--- config.mk ---
export PLATFORM = sky130hd
export DESIGN_NAME = song_sequencer
export DESIGN_NICKNAME = d
export VERILOG_FILES = /design/src/rtl/song_sequencer.sv
export SDC_FILE = /design/constraint.sdc
export NUM_CORES = 1
export LEC_CHECK = 0
export ABC_AREA = 1
export BUFFER_PORTS_ARGS = -buffer_cell sky130_fd_sc_hd__buf_2
export CAP_MARGIN = 10
export CELL_PAD_IN_SITES_DETAIL_PLACEMENT = 1
export CELL_PAD_IN_SITES_GLOBAL_PLACEMENT = 1
export CORE_ASPECT_RATIO = 2
export CORE_MARGIN = 8
export CORE_UTILIZATION = 43
export CTS_CLUSTER_SIZE = 30
export DETAILED_ROUTE_END_ITERATION = 10
export PLACE_DENSITY_LB_ADDON = 0.1
export SYNTH_ARGS = -nofsm -noshare
export SYNTH_HDL_FRONTEND = slang
export SYNTH_SLANG_ARGS = --single-unit
--- constraint.sdc ---
create_clock -name iClk -period 2.72 [get_ports iClk]
set_input_delay 0.408 -clock iClk [delete_from_list [all_inputs] [get_ports iClk]]
set_output_delay 0.408 -clock iClk [all_outputs]
set_load 0.02 [all_outputs]
--- src/rtl/song_sequencer.sv ---
// song_sequencer: autoplay engine that steps through a melody held in an external
// synchronous ROM. Each ROM word is {freq_type, duration_ticks}. It drives the current
// key code and the percent-complete value, and accepts play/pause/resume/stop pulses.
module song_sequencer #(
    parameter int TICK_CYCLES = 1_000_000,
    parameter int TICK_W      = 20
) (
    input  logic        iClk,
    input  logic        iReset_n,
    input  logic        iPlay,
    input  logic        iPause,
    input  logic        iStop,
    input  logic [7:0]  iSongLen,
    output logic [7:0]  oRomAddr,
    input  logic [15:0] iRomData,
    output logic [7:0]  oFreqType,
    output logic [7:0]  oProgress,
    output logic        oPlaying,
    output logic        oDone
);

    typedef enum logic [2:0] {
        IDLE,
        FETCH,
        LOAD,
        PLAY,
        PAUSE,
        PROG_ADD,
        PROG_SUB,
        DONE
    } seqState_t;

    seqState_t         state;
    seqState_t         stateNext;
    logic [7:0]        idx;
    logic [7:0]        lenQ;
    logic [7:0]        freqQ;
    logic [7:0]        durCnt;
    logic [7:0]        progress;
    logic [8:0]        rem;
    logic [TICK_W-1:0] tickCnt;
    logic              pausePend;
    logic              doneQ;

    logic startCmd;
    logic resumeCmd;
    logic tickWrap;
    logic noteEnd;
    logic pauseReq;
    logic subtractStep;
    logic lastNote;

    // Pause outranks play, so a simultaneous play+pause never starts or resumes.
    assign startCmd     = iPlay && !iPause && (iSongLen != 8'd0);
    assign resumeCmd    = iPlay && !iPause;
    assign tickWrap     = (tickCnt == TICK_W'(TICK_CYCLES - 1));
    assign noteEnd      = tickWrap && (durCnt == 8'd1);
    // A pause seen outside PLAY is remembered and taken in the next PLAY cycle.
    assign pauseReq     = iPause || pausePend;
    // Progress accumulator: rem holds 100*notes_done mod len, so each whole len
    // subtracted from it is one more percent.
    assign subtractStep = (rem >= {1'b0, lenQ});
    assign lastNote     = (idx == lenQ - 8'd1);

    // State register.
    always_ff @(posedge iClk or negedge iReset_n) begin
        // NOTE: clocked state uses non-blocking assignments so every register sees pre-edge values.
        if (!iReset_n) begin
            state <= IDLE;
        end else begin
            state <= stateNext;
        end
    end

    // Next-state decode; stop wins from every state.
    always_comb begin
        // NOTE: default assignment first so no path leaves stateNext unassigned (no latch).
        stateNext = state;
        if (iStop) begin
            stateNext = IDLE;
        end else begin
            case (state)
                IDLE:     if (startCmd) stateNext = FETCH;
                FETCH:    stateNext = LOAD;
                LOAD:     stateNext = PLAY;
                PLAY: begin
                    if (noteEnd) begin
                        stateNext = PROG_ADD;
                    end else if (pauseReq) begin
                        stateNext = PAUSE;
                    end
                end
                PAUSE:    if (resumeCmd) stateNext = PLAY;
                PROG_ADD: stateNext = PROG_SUB;
                PROG_SUB: begin
                    if (!subtractStep) begin
                        stateNext = lastNote ? DONE : FETCH;
                    end
                end
                DONE:     if (startCmd) stateNext = FETCH;
                default:  stateNext = IDLE;
            endcase
        end
    end

    // Datapath: note index, tick/duration counters, progress accumulator, pending pause.
    always_ff @(posedge iClk or negedge iReset_n) begin
        if (!iReset_n) begin
            idx       <= '0;
            lenQ      <= '0;
            freqQ     <= '0;
            durCnt    <= '0;
            progress  <= '0;
            rem       <= '0;
            tickCnt   <= '0;
            pausePend <= 1'b0;
            doneQ     <= 1'b0;
        end else begin
            doneQ <= (stateNext == DONE) && (state != DONE);
            if (iStop) begin
                idx       <= '0;
                freqQ     <= '0;
                progress  <= '0;
                rem       <= '0;
                pausePend <= 1'b0;
            end else begin
                case (state)
                    IDLE, DONE: begin
                        if (startCmd) begin
                            idx       <= '0;
                            lenQ      <= iSongLen;
                            freqQ     <= '0;
                            progress  <= '0;
                            rem       <= '0;
                            pausePend <= 1'b0;
                        end
                    end
                    FETCH: begin
                        if (iPause) pausePend <= 1'b1;
                    end
                    LOAD: begin
                        freqQ   <= iRomData[15:8];
                        durCnt  <= (iRomData[7:0] == 8'd0) ? 8'd1 : iRomData[7:0];
                        tickCnt <= '0;
                        if (iPause) pausePend <= 1'b1;
                    end
                    PLAY: begin
                        // The cycle just spent in PLAY always counts, even if we pause now.
                        if (tickWrap) begin
                            tickCnt <= '0;
                            durCnt  <= durCnt - 8'd1;
                        end else begin
                            tickCnt <= tickCnt + TICK_W'(1);
                        end
                        if (noteEnd) begin
                            pausePend <= pausePend || iPause;
                        end else if (pauseReq) begin
                            pausePend <= 1'b0;
                        end
                    end
                    PROG_ADD: begin
                        rem <= rem + 9'd100;
                        if (iPause) pausePend <= 1'b1;
                    end
                    PROG_SUB: begin
                        if (iPause) pausePend <= 1'b1;
                        if (subtractStep) begin
                            rem      <= rem - {1'b0, lenQ};
                            progress <= progress + 8'd1;
                        end else if (!lastNote) begin
                            idx <= idx + 8'd1;
                        end
                    end
                    default: begin
                        // PAUSE: counters and saved key code hold.
                    end
                endcase
            end
        end
    end

    // Output decode: the key code is audible only while the engine is running.
    always_comb begin
        oPlaying  = 1'b0;
        oFreqType = 8'd0;
        case (state)
            FETCH, LOAD, PLAY, PROG_ADD, PROG_SUB: begin
                oPlaying  = 1'b1;
                oFreqType = freqQ;
            end
            default: begin
                oPlaying  = 1'b0;
                oFreqType = 8'd0;
            end
        endcase
    end

    assign oRomAddr  = idx;
    assign oProgress = progress;
    assign oDone     = doneQ;

endmodule

==> run_results.csv <==
group,metric,value,unit
clocking,post_cts_buffers,0,
grt,grt_max_degree,75,
power_and_ir_drop,p_leak,0.00284,uW
layout,final_core_util,0.503,
synth,yosysUniqueCellTypes,43,
clocking,clkTransAtPathRegs,0.06,ns
grt,track_usage,0.209,
place,dp_hpwl,12700,um
synth,synth_area_leaders,"dfrtp_1 (38%), nand2_1 (13%), inv_1 (6.9%), nor2_1 (6.5%), nand3_1 (5.7%)",
clocking,cts_buffer_depth,2,
sta,finalWorstPathRequiredPeriod,2.47,ns
layout,antenna_cells,0,
worst_setup_path,setup.worst_path.end_class,"flop",
detailed_routing,ant_nets,0,
floorplanning,die-width,91.8,um
sta,tns,0,ns
worst_hold_path,worst_hold_path_type,"in -> async",
grt,grt_pass1_wl,25500,um
detailed_routing,wire_per_inst,17.3,um
synth,ys_seq_elements,74,
grt,antenna_found_initial,0,
detailed_routing,drc_errors,0,
clocking,cts_root_buf,"clkbuf_16",
synth,synth_fp_nets,746,
synth,syn-cell-area,4930,sq um
sta,finalHoldViolCount,0,
detailed_routing,drtIter0Drc,103,
sta,slew_headroom,0.342,
detailed_routing,wirelength,15700,um
floorplanning,die-area,15400,sq um
place,place.gp.congestion,0.926,
detailed_routing,vias_per_cell,5.37,
sta,setup_violations,0,
layout,fillers,1532,
worst_setup_path,arrival,2.69,ns
power_and_ir_drop,ir_worst_vdd,350,uV
detailed_routing,dr.pass1.iters,4,
sta,fmax,0.406,GHz
floorplanning,initial_core_util,0.437,
layout,final_cell_mix,"nand2_1 (167), inv_1 (90), nor2_1 (86)",
clocking,numCtsBuffers,9,
sta,finClkSkew,0.00905,ns
flow_run,drv_cap,0,
sta,report.final.slew_viol_count,0,
layout,area_delta_synth_final,15.1,%
layout,layout_commonest_cell,"nand2_1",
synth,ys_warn_count,0,
worst_setup_path,r2r_cells,11,
sta,period_share,0.906,
place,port_buffers,54,
floorplanning,design.core.area,11300,sq um
clocking,clock-sinks,74,
worst_setup_path,start_kind,"flop",
worst_setup_path,worst_path_most_repeated_cell,"nand2_1",
power_and_ir_drop,powerDensity,648,nW/um^2
layout,fin_nets,805,
synth,syn_area_per_cell,7.04,sq um
clocking,htreeDepth,3,
synth,netlist.area_leader.share,0.375,
clocking,holdBufCountCts,0,
clocking,clk_latency,0.34,ns
clocking,tritoncts,"done",
worst_setup_path,critPathKind,"reg -> reg",
outcome,outcome,"finished, final reports clean",
sta,hold_slack,0.212,ns
floorplanning,die_h,168,um
layout,drive_gt1_frac,0.142,
floorplanning,fp-row-count,55,
grt,overflow,0,
detailed_routing,vias,4875,
floorplanning,ioPinCount,55,
worst_setup_path,rrSetupSlack,0.25,ns
sta,worst_pin_slew,0.987,ns
worst_setup_path,slowest_stage,"dfrtp_1",
synth,synthFlopType,"dfrtp_1",
grt,grt_pass1_vias,5278,
worst_setup_path,critical_path_required,2.94,ns
synth,synth_top_area_cell,"dfrtp_1",
synth,async_flop_share,1.00,
synth,synth_edf_count,0,
worst_setup_path,slowest_delay,0.47,ns
synth,syn_inst,701,
worst_setup_path,cp_cell_sequence,"inv_1, ha_1, nand2_1, nor2_1, a21oi_1, a21boi_2, nand2_1, nand2_2, inv_2, nand3_1, o21ai_0",
worst_setup_path,crit_fanout,15,
synth,yosysSeqAreaShare,0.375,
sta,rsz0062_at_grt,"no",
-- sequential cells by signal (all words and copies together), names as in the netlist --
register,count
durCnt,8
tickCnt,20
pausePend,1
oProgress,8
lenQ,8
oRomAddr,8
rem,9
state,3
freqQ,8
oDone,1
-- layer usage --
layer  vias up  wire [um]  GRT usage
li1       2396          -          -
met1      2353       5230      0.175
met2        78       9220      0.423
met3        48        437     0.0385
met4         0        826      0.127
met5         -          0          0
-- worst paths after layout --
check / start / to
min reg2reg: tickCnt[1]$_DFFE_PN0P_ / tickCnt[1]$_DFFE_PN0P_
min: iReset_n / oRomAddr[3]$_DFFE_PN0P_
max reg2reg: lenQ[3]$_DFFE_PN0P_ / oProgress[0]$_DFFE_PN0P_
min in group iClk: iRomData[10] / freqQ[2]$_DFFE_PN0P_
max in group asynchronous: iReset_n / lenQ[4]$_DFFE_PN0P_
max: lenQ[3]$_DFFE_PN0P_ / oProgress[0]$_DFFE_PN0P_
-- metrics by stage --
stage	total power, uW	instance area (sq um)	cells	worst slack (ns)
floorplan	2080	4930	701	0.751
global placement	2350	5360	891	0.416
detailed placement	2400	5360	891	0.266
CTS	3710	5680	907	0.145
global route	3890	5680	907	0.0570
finish	3680	5680	907	0.255
-- critical path: cells and delay by family (launching register included) --
family,cells,cell delay (ns)
flops,1,0.47
fa+ha+maj,1,0.39
simple gates,5,0.69
compound gates,3,0.54
buf+inv,2,0.24
-- repair_timing --
item | in CTS | in global routing
setup endpoints to repair | 0 | 5
gates resized for setup | 0 | 1
endpoints found under the hold margin | 0 | 0
-- cells in the mapped netlist, types with 2 or more instances --
| cell | count |
|---|---|
| nand2_1 | 167 |
| inv_1 | 91 |
| nor2_1 | 86 |
| dfrtp_1 | 74 |
| nand3_1 | 56 |
| o21ai_0 | 49 |
| a21oi_1 | 41 |
| ha_1 | 15 |
| nor3_1 | 15 |
| nand4_1 | 14 |
| xor2_1 | 11 |
| nor2_4 | 7 |
| inv_2 | 6 |
| or2_2 | 6 |
| a31oi_1 | 5 |
| nand2_2 | 5 |
| nor3b_1 | 5 |
| o21ai_1 | 5 |
| o21ai_2 | 5 |
| buf_2 | 4 |
| o22ai_1 | 4 |
| xnor2_1 | 4 |
| clkbuf_1 | 3 |
| a211oi_1 | 2 |
| clkinv_1 | 2 |
| or2_0 | 2 |
-- where the power goes --
part	switching (uW)	internal, uW
clock network	497	807
logic	672	317
registers	145	1240
-- cell families (layout without fill, tap and decap cells) --
logic type,count (synthesis),count (layout),share of synthesized area
adders and majority gates,16,16,0.0421
xor gates and xnor gates,15,15,0.0266
and+or+nand+nor,370,370,0.339
DFF,74,74,0.375
AOI/OAI and AO/OA,117,117,0.130
buffers and inverters,109,173,0.0867
-- layout make-up --
cell class | instances | area [sq um] | share of cell area
Clock buffer | 10 | 229 | 0.0403
Clock inverter | 6 | 91.3 | 0.0161
Inverter | 100 | 382 | 0.0672
Multi-Input combinational cell | 518 | 2660 | 0.467
Sequential cell | 74 | 1850 | 0.326
Tap cell | 142 | 178 | 0.0313
Timing Repair Buffer | 57 | 295 | 0.0520
Power figures use the tool's default switching activity.
